`src/rtl/alu_ctrl_fsm_pkg.sv`:
```
// alu_ctrl_fsm_pkg: shared states, instruction classes, opcodes, ALUop codes and the ALU control vector
package alu_ctrl_fsm_pkg;
  typedef enum logic [2:0] {S_IDLE, S_DECODE, S_EXEC, S_MEM, S_WB} state_e;
  typedef enum logic [1:0] {K_ALU, K_LOAD, K_STORE, K_BRANCH} kind_e;
  localparam logic [6:0] OP_R      = 7'b0110011;
  localparam logic [6:0] OP_I      = 7'b0010011;
  localparam logic [6:0] OP_LOAD   = 7'b0000011;
  localparam logic [6:0] OP_STORE  = 7'b0100011;
  localparam logic [6:0] OP_BRANCH = 7'b1100011;
  localparam logic [6:0] OP_LUI    = 7'b0110111;
  localparam logic [6:0] OP_AUIPC  = 7'b0010111;
  localparam logic [3:0] ALU_R_ADD  = 4'd0;
  localparam logic [3:0] ALU_R_SUB  = 4'd1;
  localparam logic [3:0] ALU_R_XOR  = 4'd2;
  localparam logic [3:0] ALU_R_OR   = 4'd3;
  localparam logic [3:0] ALU_R_AND  = 4'd4;
  localparam logic [3:0] ALU_R_SLL  = 4'd5;
  localparam logic [3:0] ALU_R_SRL  = 4'd6;
  localparam logic [3:0] ALU_R_SRA  = 4'd7;
  localparam logic [3:0] ALU_R_SLT  = 4'd8;
  localparam logic [3:0] ALU_R_SLTU = 4'd9;
  localparam logic [3:0] ALU_I_ADDI = 4'd0;
  localparam logic [3:0] ALU_I_XORI = 4'd1;
  localparam logic [3:0] ALU_I_ORI  = 4'd2;
  localparam logic [3:0] ALU_I_ANDI = 4'd3;
  localparam logic [3:0] ALU_I_SLLI = 4'd4;
  localparam logic [3:0] ALU_I_SRAI = 4'd5;
  localparam logic [3:0] ALU_I_SRLI = 4'd6;
  localparam logic [3:0] ALU_LUI    = 4'd8;
  localparam logic [3:0] ALU_AUIPC  = 4'd9;
  localparam logic [31:0] INSTR_NOP = 32'h0000_0013;
  typedef struct packed {
    logic [3:0] alu_op;
    logic       alu_src;
    logic       sftmd;
    logic [5:0] br;
  } ctrl_t;
  function automatic logic [5:0] br_onehot(input logic [2:0] f3);
    return f3 == 3'b000 ? 6'b100000 :
           f3 == 3'b001 ? 6'b010000 :
           f3 == 3'b100 ? 6'b001000 :
           f3 == 3'b101 ? 6'b000100 :
           f3 == 3'b110 ? 6'b000010 :
           f3 == 3'b111 ? 6'b000001 : 6'b000000;
  endfunction
endpackage

```
`src/rtl/alu_ctrl_decode.sv`:
```
// alu_ctrl_decode: RV32I word (instr) -> ALU control vector (ctrl), instruction class (kind), illegal flag
module alu_ctrl_decode
  import alu_ctrl_fsm_pkg::*;
(
  input  logic [31:0] instr,
  output ctrl_t       ctrl,
  output kind_e       kind,
  output logic        illegal
);
  logic [6:0] op;
  logic [6:0] f7;
  logic [2:0] f3;
  logic       std;
  logic       alt;
  logic       unused_fields;
  assign op = instr[6:0];
  assign f3 = instr[14:12];
  assign f7 = instr[31:25];
  assign std = f7 == 7'h00;
  assign alt = f7 == 7'h20;
  assign unused_fields = ^{instr[24:15], instr[11:7]};
  always_comb begin
    ctrl = '0;
    kind = K_ALU;
    illegal = 1'b0;
    case (op)
      OP_R: begin
        case (f3)
          3'b000: ctrl.alu_op = alt ? ALU_R_SUB : ALU_R_ADD;
          3'b001: ctrl.alu_op = ALU_R_SLL;
          3'b010: ctrl.alu_op = ALU_R_SLT;
          3'b011: ctrl.alu_op = ALU_R_SLTU;
          3'b100: ctrl.alu_op = ALU_R_XOR;
          3'b101: ctrl.alu_op = alt ? ALU_R_SRA : ALU_R_SRL;
          3'b110: ctrl.alu_op = ALU_R_OR;
          default: ctrl.alu_op = ALU_R_AND;
        endcase
        ctrl.sftmd = f3 == 3'b001 || f3 == 3'b101;
        illegal = !(std || (alt && (f3 == 3'b000 || f3 == 3'b101)));
      end
      OP_I: begin
        case (f3)
          3'b001: ctrl.alu_op = ALU_I_SLLI;
          3'b100: ctrl.alu_op = ALU_I_XORI;
          3'b101: ctrl.alu_op = alt ? ALU_I_SRAI : ALU_I_SRLI;
          3'b110: ctrl.alu_op = ALU_I_ORI;
          3'b111: ctrl.alu_op = ALU_I_ANDI;
          default: ctrl.alu_op = ALU_I_ADDI;
        endcase
        ctrl.alu_src = 1'b1;
        ctrl.sftmd = f3 == 3'b001 || f3 == 3'b101;
        illegal = f3 == 3'b010 || f3 == 3'b011 || (f3 == 3'b001 && !std) || (f3 == 3'b101 && !std && !alt);
      end
      OP_LOAD: begin
        ctrl.alu_src = 1'b1;
        kind = K_LOAD;
        illegal = f3 == 3'b011 || f3 == 3'b110 || f3 == 3'b111;
      end
      OP_STORE: begin
        ctrl.alu_src = 1'b1;
        kind = K_STORE;
        illegal = f3 > 3'b010;
      end
      OP_LUI: begin
        ctrl.alu_op = ALU_LUI;
        ctrl.alu_src = 1'b1;
      end
      OP_AUIPC: begin
        ctrl.alu_op = ALU_AUIPC;
        ctrl.alu_src = 1'b1;
      end
      OP_BRANCH: begin
        ctrl.br = br_onehot(f3);
        kind = K_BRANCH;
        illegal = br_onehot(f3) == 6'b0;
      end
      default: illegal = 1'b1;
    endcase
    if (illegal) ctrl = '0;
  end
endmodule

```
`src/rtl/alu_ctrl_fsm.sv`:
```
// alu_ctrl_fsm: RV32I multi-cycle control FSM; instr_valid/instr_ready handshake in, registered ALU flags and datapath strobes out
module alu_ctrl_fsm
  import alu_ctrl_fsm_pkg::*;
(
  input  logic        clk,
  input  logic        rst_n,
  input  logic        instr_valid,
  output logic        instr_ready,
  input  logic [31:0] instr,
  input  logic        branch_result,
  input  logic        mem_ready,
  output logic [3:0]  ALUop,
  output logic        ALUSrc,
  output logic        sftmd,
  output logic        Branch,
  output logic        nBranch,
  output logic        Branch_lt,
  output logic        Branch_ge,
  output logic        Branch_ltu,
  output logic        Branch_geu,
  output logic        MemRead,
  output logic        MemWrite,
  output logic        RegWrite,
  output logic        MemtoReg,
  output logic        pc_load,
  output logic        illegal
);
  state_e      state;
  logic [31:0] instr_q;
  logic [31:0] dec_in;
  ctrl_t       ctrl_q;
  ctrl_t       dec_ctrl;
  kind_e       kind_q;
  kind_e       dec_kind;
  logic        dec_illegal;
  // the incoming word is decoded in IDLE so illegal is already up during DECODE
  assign dec_in = state == S_IDLE ? instr : instr_q;
  alu_ctrl_decode u_decode (
    .instr   (dec_in),
    .ctrl    (dec_ctrl),
    .kind    (dec_kind),
    .illegal (dec_illegal)
  );
  assign {ALUop, ALUSrc, sftmd, Branch, nBranch, Branch_lt, Branch_ge, Branch_ltu, Branch_geu} = ctrl_q;
  always_ff @(posedge clk or negedge rst_n) begin
    if (!rst_n) begin
      state       <= S_IDLE;
      instr_q     <= INSTR_NOP;
      ctrl_q      <= '0;
      kind_q      <= K_ALU;
      instr_ready <= 1'b1;
      MemRead     <= 1'b0;
      MemWrite    <= 1'b0;
      RegWrite    <= 1'b0;
      MemtoReg    <= 1'b0;
      pc_load     <= 1'b0;
      illegal     <= 1'b0;
    end else begin
      pc_load <= 1'b0;
      case (state)
        S_IDLE: if (instr_valid && instr_ready) begin
          instr_q     <= instr;
          illegal     <= dec_illegal;
          instr_ready <= 1'b0;
          state       <= S_DECODE;
        end
        S_DECODE: begin
          illegal <= 1'b0;
          if (illegal) begin
            instr_ready <= 1'b1;
            state       <= S_IDLE;
          end else begin
            ctrl_q <= dec_ctrl;
            kind_q <= dec_kind;
            state  <= S_EXEC;
          end
        end
        S_EXEC: begin
          if (kind_q == K_BRANCH) begin
            pc_load     <= branch_result;
            ctrl_q      <= '0;
            instr_ready <= 1'b1;
            state       <= S_IDLE;
          end else if (kind_q == K_ALU) begin
            RegWrite <= 1'b1;
            state    <= S_WB;
          end else begin
            MemRead  <= kind_q == K_LOAD;
            MemWrite <= kind_q == K_STORE;
            state    <= S_MEM;
          end
        end
        S_MEM: if (mem_ready) begin
          MemRead  <= 1'b0;
          MemWrite <= 1'b0;
          if (kind_q == K_LOAD) begin
            RegWrite <= 1'b1;
            MemtoReg <= 1'b1;
            state    <= S_WB;
          end else begin
            ctrl_q      <= '0;
            instr_ready <= 1'b1;
            state       <= S_IDLE;
          end
        end
        S_WB: begin
          RegWrite    <= 1'b0;
          MemtoReg    <= 1'b0;
          ctrl_q      <= '0;
          instr_ready <= 1'b1;
          state       <= S_IDLE;
        end
        default: begin
          ctrl_q      <= '0;
          instr_ready <= 1'b1;
          state       <= S_IDLE;
        end
      endcase
    end
  end
endmodule

```
`config.mk`:
```
export PLATFORM = sky130hd
export DESIGN_NAME = alu_ctrl_fsm
export DESIGN_NICKNAME = d
export VERILOG_FILES = /design/src/rtl/alu_ctrl_fsm_pkg.sv /design/src/rtl/alu_ctrl_decode.sv /design/src/rtl/alu_ctrl_fsm.sv
export SDC_FILE = /design/constraint.sdc
export NUM_CORES = 1
export LEC_CHECK = 0
export CELL_PAD_IN_SITES_DETAIL_PLACEMENT = 1
export CELL_PAD_IN_SITES_GLOBAL_PLACEMENT = 1
export CORE_MARGIN = 5
export CORE_UTILIZATION = 38
export DETAILED_ROUTE_END_ITERATION = 10
export PLACE_DENSITY = 0.88
export SKIP_CTS_REPAIR_TIMING = 1
export SLEW_MARGIN = 5
export SYNTH_ARGS = -nofsm -noshare
export SYNTH_HDL_FRONTEND = slang
export SYNTH_SLANG_ARGS = --single-unit
export TNS_END_PERCENT = 10
```
`constraint.sdc`:
```
create_clock -name clk -period 2.7 [get_ports clk]
set_input_delay 0.27 -clock clk [delete_from_list [all_inputs] [get_ports clk]]
set_output_delay 0.27 -clock clk [all_outputs]
set_load 0.005 [all_outputs]
```
==> impl_metrics.py <==
metrics = {
    "status": {
        "status": "finished, final reports clean",
    },
    "critical_path": {
        "r2r-end": "ALUop[3]",
        "worst_path_most_repeated_cell": "buf_4",
        "cp.arrival_ps": 2720,
        "crit_start": "state[0]",
        "start_kind": "flop",
        "endpoint": "ALUop[3]",
        "critical_path_class": "reg2reg",
        "required_ps": 2890,
        "max_stage_delay_ps": 480,
        "r2r_setup_slack_ps": 170,
        "cp_slowest_cell": "or3_1",
        "path_cells": "or3_1, buf_4, buf_4, mux2i_1, nor2b_1, a221oi_4, nand4b_4, o31ai_1",
        "r2r_start": "state[0]",
        "worst_r2r_path_depth": 8,
        "end_kind": "flop",
        "crit_fanout": 9,
    },
    "finish": {
        "seq_area_um2": 1030,
        "n_antenna_cell": 0,
        "syn_to_final_growth_pct": 26.1,
        "multiInputGateArea_um2": 1320,
        "fill_cells": 720,
        "stdcell_count": 363,
        "fin_nets": 329,
        "drive_above_1_share_pct": 21.0,
    },
    "synthesis": {
        "synth_seq_area_share_pct": 42.8,
        "netlist.area_leader.share_pct": 38.4,
        "yosysTopAreaCell": "dfrtp_1",
        "synth_fp_nets": 279,
        "avgSynthCellArea_um2": 10.2,
        "synth_edf_count": 0,
        "synthTopCellsByArea": "dfrtp_1, mux2_2, nand2_1",
        "synth_cell_types": 51,
        "ys_top_cells_by_count": "dfrtp_1, nand2_1, mux2_2, o21ai_0, nor2_1",
        "syn_area_um2": 2410,
        "ys_seq_elements": 41,
        "synthArstFlopShare_pct": 100,
        "synth_most_common_cell": "dfrtp_1",
        "synthCells": 237,
        "synth_warnings": 0,
        "synth_ff_type": "dfrtp_1",
    },
    "floorplan": {
        "die_x_um": 89.6,
        "dieArea_um2": 8030,
        "die_h_um": 89.6,
        "start_util_pct": 38.6,
        "core-area_um2": 6240,
        "ios": 56,
        "row_count": 29,
    },
    "pwr": {
        "power_leakage_nw": 1.20,
        "switchingPower_w": 0.00122,
        "p_sw_share_pct": 41.1,
        "cellPowerDensity_nw_per_um2": 976,
        "power_frac_seq_pct": 34.0,
        "p_clk_share_pct": 12.4,
        "pwr-share-comb_pct": 53.6,
        "p_int_w": 0.00175,
        "ir_drop_mv": 0.454,
    },
    "timing": {
        "whs_ps": 119,
        "hold_viol": 0,
        "slew_headroom_pct": 38.2,
        "min_period_over_period_pct": 93.8,
        "rsz0062_at_grt": "false",
        "fin_ws_ps": 168,
        "fin_skew_ps": 8.87,
        "max_freq_mhz": 395,
        "finalSetupViolCount": 0,
        "worst-slew-pin-transition_ps": 928,
        "final_max_slew_viol_count": 0,
        "timing.final.crit_period_ps": 2530,
    },
    "clock_tree": {
        "numCtsBuffers": 5,
        "cts_root_buffer": "clkbuf_8",
        "clockBufferDepth": 2,
        "htreeDepth": 2,
        "cts.sinks": 41,
        "cts_tree": "done",
        "clk_pin_slew_ps": 80,
        "insertion_delay_ps": 290,
    },
    "routing": {
        "wl_met3_um": 261,
        "antenna_left": 0,
        "drt-initial-drc-count": 94,
        "avgRoutedWirePerCell_um": 16.7,
        "num_vias": 2007,
        "route.detailed.drc": 0,
        "m1WireLength_mm": 2.64,
        "avgViaCountPerCell": 5.53,
        "top_layer_used": "met4",
        "first_pass_iters": 4,
        "wl_met2_mm": 3.10,
        "finalWirelength_mm": 6.07,
    },
    "placement": {
        "place_inst": 357,
        "place_ws_ps": -86.1,
        "gp_congestion": 0.881,
        "portBuffers": 40,
        "dpl.hpwl_mm": 4.81,
    },
    "worst_hold_path": {
        "min_path_type": "in2async",
    },
    "grt": {
        "overflow": 0,
        "grt_max_degree": 42,
        "antenna_found_initial": 0,
        "grt_pass1_wl_mm": 10.2,
        "first_global_vias": 2126,
        "grt.total_usage_pct": 16.5,
    },
    "flow_run": {
        "cap_violations": 0,
    },
}
==> worst min-delay path by stage <==
stage                      from          to  slack (ps)
after floorplan           rst_n      ALUSrc         -30
after CTS                 rst_n    state[0]         150
after detailed placement  rst_n  instr_q[6]         470
after global routing      rst_n    state[0]         200
after global placement    rst_n  instr_q[2]         450
final                     rst_n  instr_q[3]         120
==> sequential cells by signal, summed over array words and instances, names as in the netlist <==
register and flops:
ALUSrc 1, ALUop 4, Branch 1, Branch_ge 1, Branch_geu 1, Branch_lt 1, Branch_ltu 1, MemRead 1
MemWrite 1, MemtoReg 1, RegWrite 1, illegal 1, instr_q 17, instr_ready 1, kind_q 2, nBranch 1
pc_load 1, sftmd 1, state 3
==> placed cells by master (no fill, tap or decap), types with 3 or more instances in the layout <==
master           count
o21ai_0             14
o211ai_1             4
nor2_1              10
nor3_1               3
mux2_2              20
mux2i_1              7
o31ai_1              6
nand2b_1             4
nand3b_1             5
ha_1                 5
a21oi_1              9
nand2_1             35
dfrtp_1             37
buf_4               14
inv_1                5
clkbuf_8             5
nand3_1              5
nor2b_1              5
or4_1                4
or3_1                3
o21ai_1              4
clkdlybuf4s50_1     39
dfstp_2              4
==> critical path: cells and delay by family, from the launching register on <==
kind / cells / cell delay, ps
flops: 1 / 460
compound gates: 2 / 580
simple gates: 3 / 830
buf+inv: 2 / 390
mux: 1 / 160
==> power groups by stage <==
stage	combinational, W	sequential [W]	clock (W)
finish	0.00159	0.00101	0.000368
floorplan	0.00114	0.000950	0
CTS	0.00159	0.00101	0.000386
global route	0.00175	0.00105	0.000413
detailed placement	0.00158	0.00102	0
global placement	0.00151	0.00100	0
==> metal layers <==
layer	vias up	track usage (%)
met5	-	0
met2	33	29.5
li1	966	-
met3	8	3.38
met1	1000	19.9
met4	0	4.47
==> cells by family after synthesis <==
kind of cell,after synthesis,synth area share [%]
compound gates,57,17.0
xor+xnor,2,0.727
fa+ha+maj,5,2.60
buf+inv,16,2.75
flops,41,42.8
mux,29,13.4
simple gates,87,20.7
==> stage by stage <==
stage	util (%)	total power (W)	area, um^2	setup TNS (ps)
6_report	48.7	0.00297	3040	0
5_1_grt	48.7	0.00321	3040	0
4_1_cts	48.6	0.00299	3030	0
3_5_place_dp	47.4	0.00261	2960	-126
3_3_place_gp	47.4	0.00252	2960	-4.45
2_1_floorplan	-	0.00209	2410	0
==> final cells by class <==
type / count / area share [%]
timing repair buffer: 54 / 16.5
sequential: 41 / 33.9
multi-input combinational: 180 / 43.4
inverter: 5 / 0.618
clock inverter: 1 / 0.165
clock buffer: 5 / 2.26
tap: 77 / 3.17
(Power assumes the default switching activity.)
